File: src/rtl/vending_machine_multi.sv
// rtl/vending_machine_multi.sv - multi-product vending controller with greedy change stream; option macro VM_MULTI_VEND_EN
module vending_machine_multi #(
    parameter int                          NUM_DRINKS = 4,
    parameter int                          MONEY_W    = 8,
    parameter int                          SEL_W      = 3,
    parameter logic [NUM_DRINKS*MONEY_W-1:0] PRICE_LIST = {8'd25, 8'd20, 8'd15, 8'd10},
    parameter int                          STOCK_W    = 4,
    parameter int                          STOCK_INIT = 4,
    parameter int                          MAX_CREDIT = 200
) (
    input  logic                  clk,
    input  logic                  reset,
    input  logic                  coin_valid,
    input  logic [MONEY_W-1:0]    coin,
    input  logic [SEL_W-1:0]      drink_choose,
    input  logic                  cancel,
    input  logic                  restock,
    output logic [MONEY_W-1:0]    total_money,
    output logic [2:0]            state,
    output logic                  coin_reject,
    output logic [SEL_W-1:0]      drink_out,
    output logic                  drink_valid,
    output logic [MONEY_W-1:0]    change_coin,
    output logic                  change_valid,
    output logic [NUM_DRINKS-1:0] sold_out
);

    typedef enum logic [2:0] {
        S_IDLE     = 3'd0,
        S_ACCUM    = 3'd1,
        S_DISPENSE = 3'd2,
        S_CHANGE   = 3'd3
    } state_e;

    state_e               state_q, state_d;
    logic [MONEY_W-1:0]   total_q, total_d;
    logic [SEL_W-1:0]     drink_q, drink_d;
    logic                 coin_reject_q, coin_reject_d;
    logic [STOCK_W-1:0]   stock_q [NUM_DRINKS];
    logic [STOCK_W-1:0]   stock_d [NUM_DRINKS];

    logic [MONEY_W:0]     coin_sum;
    logic                 coin_legal;
    logic                 coin_ok;
    logic                 sel_hit;
    logic [MONEY_W-1:0]   sel_price;
    logic                 sel_in_stock;
    logic                 buy;
    logic                 restock_all;
    logic [MONEY_W-1:0]   change_amt;

    // Coin check: legal denomination and credit cap, summed one bit wider so it cannot wrap
    always_comb begin
        coin_sum   = {1'b0, total_q} + {1'b0, coin};
        coin_legal = (coin == MONEY_W'(1))  || (coin == MONEY_W'(5)) ||
                     (coin == MONEY_W'(10)) || (coin == MONEY_W'(50));
        coin_ok    = coin_valid && coin_legal && (coin_sum <= (MONEY_W+1)'(MAX_CREDIT));
    end

    // Look up price and stock of the requested product; ID 0 and IDs above NUM_DRINKS never hit
    always_comb begin
        sel_hit      = 1'b0;
        sel_price    = '0;
        sel_in_stock = 1'b0;
        for (int i = 0; i < NUM_DRINKS; i++) begin
            if (drink_choose == SEL_W'(i + 1)) begin
                sel_hit      = 1'b1;
                sel_price    = PRICE_LIST[i*MONEY_W +: MONEY_W];
                sel_in_stock = (stock_q[i] != '0);
            end
        end
    end

    // Largest hopper denomination not exceeding the remaining credit
    always_comb begin
        if (total_q >= MONEY_W'(50)) begin
            change_amt = MONEY_W'(50);
        end else if (total_q >= MONEY_W'(10)) begin
            change_amt = MONEY_W'(10);
        end else if (total_q >= MONEY_W'(5)) begin
            change_amt = MONEY_W'(5);
        end else if (total_q >= MONEY_W'(1)) begin
            change_amt = MONEY_W'(1);
        end else begin
            change_amt = '0;
        end
    end

    // Next-state, credit, product latch and reject decision
    always_comb begin
        state_d       = state_q;
        total_d       = total_q;
        drink_d       = drink_q;
        coin_reject_d = 1'b0;
        buy           = 1'b0;
        restock_all   = 1'b0;
        case (state_q)
            S_IDLE: begin
                restock_all = restock;
                if (coin_valid) begin
                    if (coin_ok) begin
                        total_d = coin_sum[MONEY_W-1:0];
                        state_d = S_ACCUM;
                    end else begin
                        coin_reject_d = 1'b1;
                    end
                end
            end
            S_ACCUM: begin
                if (cancel) begin
                    state_d       = S_CHANGE;
                    coin_reject_d = coin_valid;
                end else begin
                    // Affordability uses the credit held before any coin arriving this cycle
                    if (sel_hit && (total_q >= sel_price) && sel_in_stock) begin
                        buy     = 1'b1;
                        state_d = S_DISPENSE;
                        drink_d = drink_choose;
                    end
                    coin_reject_d = coin_valid && !coin_ok;
                    total_d = total_q - (buy ? sel_price : '0) + (coin_ok ? coin : '0);
                end
            end
            S_DISPENSE: begin
                coin_reject_d = coin_valid;
                if (total_q == '0) begin
                    state_d = S_IDLE;
                end else begin
`ifdef VM_MULTI_VEND_EN
                    state_d = S_ACCUM;
`else
                    state_d = S_CHANGE;
`endif
                end
            end
            S_CHANGE: begin
                coin_reject_d = coin_valid;
                total_d       = total_q - change_amt;
                if (total_d == '0) begin
                    state_d = S_IDLE;
                end
            end
            default: begin
                state_d = S_IDLE;
            end
        endcase
    end

    // Stock counters: full reload on restock, single decrement on a purchase
    always_comb begin
        for (int i = 0; i < NUM_DRINKS; i++) begin
            stock_d[i] = stock_q[i];
            if (restock_all) begin
                stock_d[i] = STOCK_W'(STOCK_INIT);
            end else if (buy && (drink_choose == SEL_W'(i + 1))) begin
                stock_d[i] = stock_q[i] - STOCK_W'(1);
            end
        end
    end

    // State and datapath registers; reset abandons any vend or change in progress
    always_ff @(posedge clk) begin
        if (reset) begin
            state_q       <= S_IDLE;
            total_q       <= '0;
            drink_q       <= '0;
            coin_reject_q <= 1'b0;
            for (int i = 0; i < NUM_DRINKS; i++) begin
                stock_q[i] <= STOCK_W'(STOCK_INIT);
            end
        end else begin
            state_q       <= state_d;
            total_q       <= total_d;
            drink_q       <= drink_d;
            coin_reject_q <= coin_reject_d;
            for (int i = 0; i < NUM_DRINKS; i++) begin
                stock_q[i] <= stock_d[i];
            end
        end
    end

    assign total_money  = total_q;
    assign state        = state_q;
    assign coin_reject  = coin_reject_q;
    assign drink_out    = drink_q;
    assign drink_valid  = (state_q == S_DISPENSE);
    assign change_valid = (state_q == S_CHANGE) && (total_q != '0);
    assign change_coin  = change_valid ? change_amt : '0;

    for (genvar g = 0; g < NUM_DRINKS; g++) begin : g_sold_out
        assign sold_out[g] = (stock_q[g] == '0);
    end

endmodule

File: config.mk
export PLATFORM = sky130hd
export DESIGN_NAME = vending_machine_multi
export DESIGN_NICKNAME = d
export VERILOG_FILES = /design/src/rtl/vending_machine_multi.sv
export SDC_FILE = /design/constraint.sdc
export NUM_CORES = 1
export LEC_CHECK = 0
export CAP_MARGIN = 20
export CORE_UTILIZATION = 55
export DETAILED_ROUTE_END_ITERATION = 8
export GPL_TIMING_DRIVEN = 0
export PLACE_DENSITY = 0.8
export SLEW_MARGIN = 20
export SYNTH_ARGS = -nofsm -noshare
export SYNTH_HDL_FRONTEND = slang
export SYNTH_SLANG_ARGS = --single-unit
File: constraint.sdc
create_clock -name clk -period 14.33 [get_ports clk]
set_clock_uncertainty 0.15 [all_clocks]
set_input_delay 2.1495 -clock clk [delete_from_list [all_inputs] [get_ports clk]]
set_output_delay 2.1495 -clock clk [all_outputs]
set_load 0.02 [all_outputs]
## Word level (Yosys, flattened, before mapping)

Memory sizes are Yosys's and may differ from the RTL's.
Cells that the tools add are included.

- Magnitude comparators: 6
- Eq/ne operators: 16
- Reduce and logical (&&, ||, !) cells: 31
- Bitwise gates (word level): 5
- Muxes and demuxes: 55
- Add/subtract/negate cells: 8

Operator list:

| cell | count |
|---|---|
| $mux 8 | 9 |
| $mux 4 | 14 |
| $pmux 8 s3 | 1 |
| $mux 1 | 21 |
| $mux 3 | 6 |
| $logic_not 4->1 | 4 |
| $logic_not 8->1 | 2 |
| $reduce_bool 4->1 | 4 |
| $sub 4x1->4 const B | 4 |
| $sub 8x8->8 | 2 |
| $eq 3x2->1 const B | 4 |
| $pmux 3 s4 | 1 |
| $logic_and 1x1->1 | 10 |
| $add 8x8->9 | 1 |
| $le 9x8->1 const B | 1 |
| $add 8x8->8 | 1 |
| $eq 8x1->1 const B | 1 |
| $eq 8x3->1 const B | 1 |
| $eq 8x4->1 const B | 1 |
| $eq 8x6->1 const B | 1 |
| $ge 8x1->1 const B | 1 |
| $ge 8x3->1 const B | 1 |
| $ge 8x4->1 const B | 1 |
| $ge 8x6->1 const B | 1 |
| other kinds (18) | 28 |

- Register bits: 15
- Output and inout bits: 29
- RAM bits: 16
- Word-level logic and storage cells: 126
- Input port bits: 16
- Memories: 1

Memory list:

| memory | depth | bits a word | rd ports | clocked after memory_dff | write ports | line | text |
|---|---|---|---|---|---|---|---|
| stock_q | 4 | 4 | 4 | 0 | 4 | 39 | `logic [STOCK_W-1:0] stock_q [NUM_DRINKS];` |

## Logic depth before layout (Yosys ltp)

- Word-level depth: 17
- Mapped depth: 22
- Depth with buffers taken out: 21

## Worst setup path before layout

OpenSTA, ideal clock, no wires.

- Path type: input -> register
- Start point: input drink_choose[2]
- End point: register total_q[6], in the netlist total_money[6]
- Cell stages on the path: 21
- Arrival: 6186 ps
- Library setup time: 71 ps
- Path buffers: 2
- Required time: 14109 ps
- Path slack: 7923 ps
- Cell sequence: nand2b_1 -> buf_6 -> a21oi_1 -> ha_1 -> nand2b_1 -> a21o_1 -> a21o_1 -> a31oi_4 -> or2_1 -> buf_6 -> nor2_1 -> fa_1 -> inv_1 -> fa_1 -> a21o_1 -> o21ba_2 -> o22ai_1 -> xor2_1 -> mux2_2 -> a211o_1 -> a21oi_1

- Cells in the longest elaborated chain, start to end: 16
- Elaborated cells on any way between the ends: 27
- Classes of those cells: add/sub: 2; order compare: 1; eq/ne: 4; mux: 18; reduce/logical: 2

RTL lines:

| item | line | text |
|---|---|---|
| start: declaration | 15 | `input logic [SEL_W-1:0] drink_choose,` |
| $eq 3x1->1 | 66 | `if (drink_choose == SEL_W'(i + 1)) begin` |
| $mux 4 | 66 |  |
| $mux 8 (3 in series) | 66 |  |
| $ge 8x8->1 | 115 | `if (sel_hit && (total_q >= sel_price) && sel_in_stock) begin` |
| $logic_and 1x1->1 (2 in series) | 115 |  |
| $mux 1 | 115 |  |
| $mux 1 | 110 | `if (cancel) begin` |
| $mux 1 | 97 | `case (state_q)` |
| $mux 8 * | 121 | `total_d = total_q - (buy ? sel_price : '0) + (coin_ok ? coin : '0);` |
| $sub 8x8->8 * | 121 |  |
| $add 8x8->8 * | 121 |  |
| $mux 8 * | 110 |  |
| $pmux 8 s3 * | 97 |  |
| end signal: assignment | 173 | `total_q <= total_d;` |
| end: declaration | 36 | `logic [MONEY_W-1:0] total_q, total_d;` |

Mark *: on every way between the ends. The rest lies on a longest branch, timed or not. The select of a mux whose other input is x is not followed.
A chain may end at the register's enable or synchronous reset.

## Worst setup path after layout

- Start point: input coin[0]
- End point: register total_q[6], in the netlist total_money[6]

- Cells in the longest elaborated chain, start to end: 10
- Elaborated cells on any way between the ends: 19
- Classes of those cells: add/sub: 2; order compare: 1; eq/ne: 5; mux: 5; reduce/logical: 6

RTL lines:

| item | line | text |
|---|---|---|
| start: declaration | 14 | `input logic [MONEY_W-1:0] coin,` |
| branches (longest 10 deep; another with $add 8x8->9) | -- |  |

Several ways; the timed one is not identified. The select of a mux whose other input is x is not followed.

==> metrics.cfg <==
[run]
maxCapViolations=0

[critical_path]
worstPathArrival_ns=7.42
cp-end-kind=register
path_common_cell=fa_1
path_buf_inv=3
r2r_start=total_money[1]
crit_required_ns=14.39
crit_type=input pin to register
critPathMaxFanout=7
worstPathCellList=clkdlybuf4s50_1 -> ha_1 -> inv_1 -> fa_1 -> nor2b_1 -> o21ai_1 -> xnor2_1 -> o31ai_4 -> nor2_1 -> nor2_1 -> nand2_1 -> fa_1 -> inv_1 -> fa_1 -> a21o_1 -> o21ba_2 -> o22ai_1 -> xor2_1 -> mux2_2 -> a211o_1 -> a21oi_1
timing.rr.end=total_money[6]
start_kind=input pin
r2r_slack_ns=8.84
ff2ff_path_depth=19
max_stage_delay_ns=0.57
critical-path-top-delay-family=adder cells
crit_slowest_cell=clkdlybuf4s50_1

[power]
sequentialPowerShare_pct=38.2
power.leakage_nw=1.562
total_power_mw=0.2207
peakVddDrop_uv=53.51
p_sw_share_pct=29.18
p_comb_share_pct=24.9
intPower_mw=0.1563
netSwitchingPower_mw=0.06441
clkPwrFrac_pct=36.9
p_per_area_nw_per_um2=57.56

[detailed_routing]
wl_per_cell_um=15.37
drc=0
ant_nets=0
dr.pass1.iters=5
drtIter0Drc=248
wl_um=8223
viasPerCell=5.764
vias=3084

[cts]
cts_tree=built
clock_sinks=30
clock_path_buffers=2
htreeDepth=2
post_cts_buffers=0
root_buffer=clkbuf_8
clk_latency_ns=0.29
cts-resized-gates=0
clk_pin_slew_ns=0.07
cts_buffers=5
cts.hold.buffers_added=0

[grt]
grt_pass1_vias=2833
track_usage_pct=28.00
grt_pass1_wl_um=13600
globalRouteOverflowTotal=0
antenna_found_initial=0
grt_max_degree=11

[sta]
tightest_slew_ns=0.5665
finalSetupViolations=0
finalCritPeriodShare_pct=51.37
slew_viol_final=0
maxSlewHeadroom_pct=62.10
hold_viol=0
fmaxAchievable_mhz=135.8
setup_tns_ns=0
fin_crit_ns=7.362
grt_setup_unrepaired=no
finalWorstSetupSlack_ns=6.968

[worst_hold_path]
hold_path_class=register to register
hp-start=drink_out[0]
whs_path_depth=2
hold_path_end=drink_out[0]

[synth]
synth_top_area_share_pct=18.61
synth_ff_type=dfxtp_1
ys_types=68
syn_area_um2=3227
synth_common_cells=nor2_1, inv_1, ha_1
yosys_warnings=0
synth.area.top_cells=dfxtp_1, ha_1, nor2_1, inv_1, fa_1
ys_ff_latch=30
synth_edf_count=0
ys_seq_area_share_pct=18.61
synth_area_per_cell_um2=7.813
synth.most_common_cell=nor2_1
netlist_instances=413
synth.largest_area_cell=dfxtp_1
async_reset_ff_share_pct=0

[placement]
dp_hpwl_um=6526
detailed_place.area_um2=3725
io_buffers=40
dp_slack_ns=6.735
finalWeightedCongestion=0.9447

[finish]
seqCellArea_um2=600.6
fill_cells=489
n_antenna_cell=0
drive_gt1_share_pct=8.207
area_growth_pct=18.84
final_net_count=518
final_area_um2=3835
multiInputGateArea_um2=2361

[die]
coreArea_um2=5574
die_y_um=78.60
rows=27
pin_count=45
die_area_um2=6177
die_w_um=78.60
start_util_pct=57.89

[run_status]
status=completed

==> layout by cell type (no fill, tap or decap), types with 5 or more instances in the layout <==
cell type,n
ha_1,33
o21ai_0,16
xnor2_1,11
clkbuf_1,7
clkbuf_8,8
nor2_1,50
fa_1,7
nand2_1,19
and3_1,6
nand2b_1,10
inv_1,44
buf_4,5
dfxtp_1,30
clkdlybuf4s50_1,40
a21o_1,10
o211ai_1,5
a21oi_1,27
xor2_1,7
nand3_1,11
nor3_1,6
a211oi_1,11
nor3b_1,6
==> registers in the layout (all words and copies together) (netlist names) <==
signal       flops
total_money      8
drink_out        3
state            2
stock_q         16
coin_reject      1
==> power groups by stage <==
stage	Clock, mW	Combinational, mW	Sequential (mW)
finish	0.0814	0.0550	0.0843
global route	0.0853	0.0603	0.0843
CTS	0.0823	0.0545	0.0843
detailed placement	0	0.0540	0.0862
global placement	0	0.0532	0.0862
floorplan	0	0.0385	0.0864
==> tightest hold or removal path, delay by kind of cell (launching register included) <==
family          cells  cell delay (ns)
compound gates      2             0.13
flops               1             0.32
==> kinds of logic (layout without fill, tap and decap cells) <==
| kind of cell | Yosys count | count (layout) | synth area share (%) |
|---|---|---|---|
| adders and majority gates | 40 | 40 | 17.14 |
| DFF | 30 | 30 | 18.61 |
| and+or+nand+nor | 145 | 145 | 24.20 |
| xor gates and xnor gates | 19 | 19 | 5.390 |
| other | 2 | 4 | 0.2327 |
| buffers and inverters | 63 | 111 | 8.453 |
| AOI/OAI and AO/OA | 108 | 108 | 24.04 |
| muxes | 6 | 6 | 1.939 |
==> layout make-up <==
type / instances / area share [%]
flip-flops and latches: 30 / 15.66
inverters: 44 / 4.307
multi-input cells: 322 / 61.57
clock buffers: 8 / 2.871
plain buffers: 19 / 2.806
repair buffers: 40 / 10.44
well taps: 72 / 2.349
==> metal layers <==
layer	global-route usage, %	share of wire, %
met5	0	0
met1	39.29	47
met2	45.30	46
met4	5.370	0.64
met3	4.186	5.7
==> how the worst max path moves through the flow <==
stage / startpoint / to / slack, ns / depth (start not counted)
final: coin[0] / total_money[6] / 6.97 / 21
after global routing: coin[0] / total_money[6] / 6.70 / 21
after CTS: coin[0] / total_money[6] / 7.00 / 21
after detailed placement: coin[0] / total_money[6] / 6.74 / 21
after global placement: coin[0] / total_money[6] / 6.81 / 21
after floorplan: drink_choose[2] / total_money[6] / 7.92 / 21
==> through the flow <==
stage	hold WS, ns	cells	utilization, %
floorplan	0.3355	415	-
finish	0.3391	535	68.80
CTS	0.3386	535	68.80
detailed placement	0.3240	527	66.82
global placement	0.3200	527	66.82
global route	0.3632	535	68.80
Power figures use the tool's default switching activity.
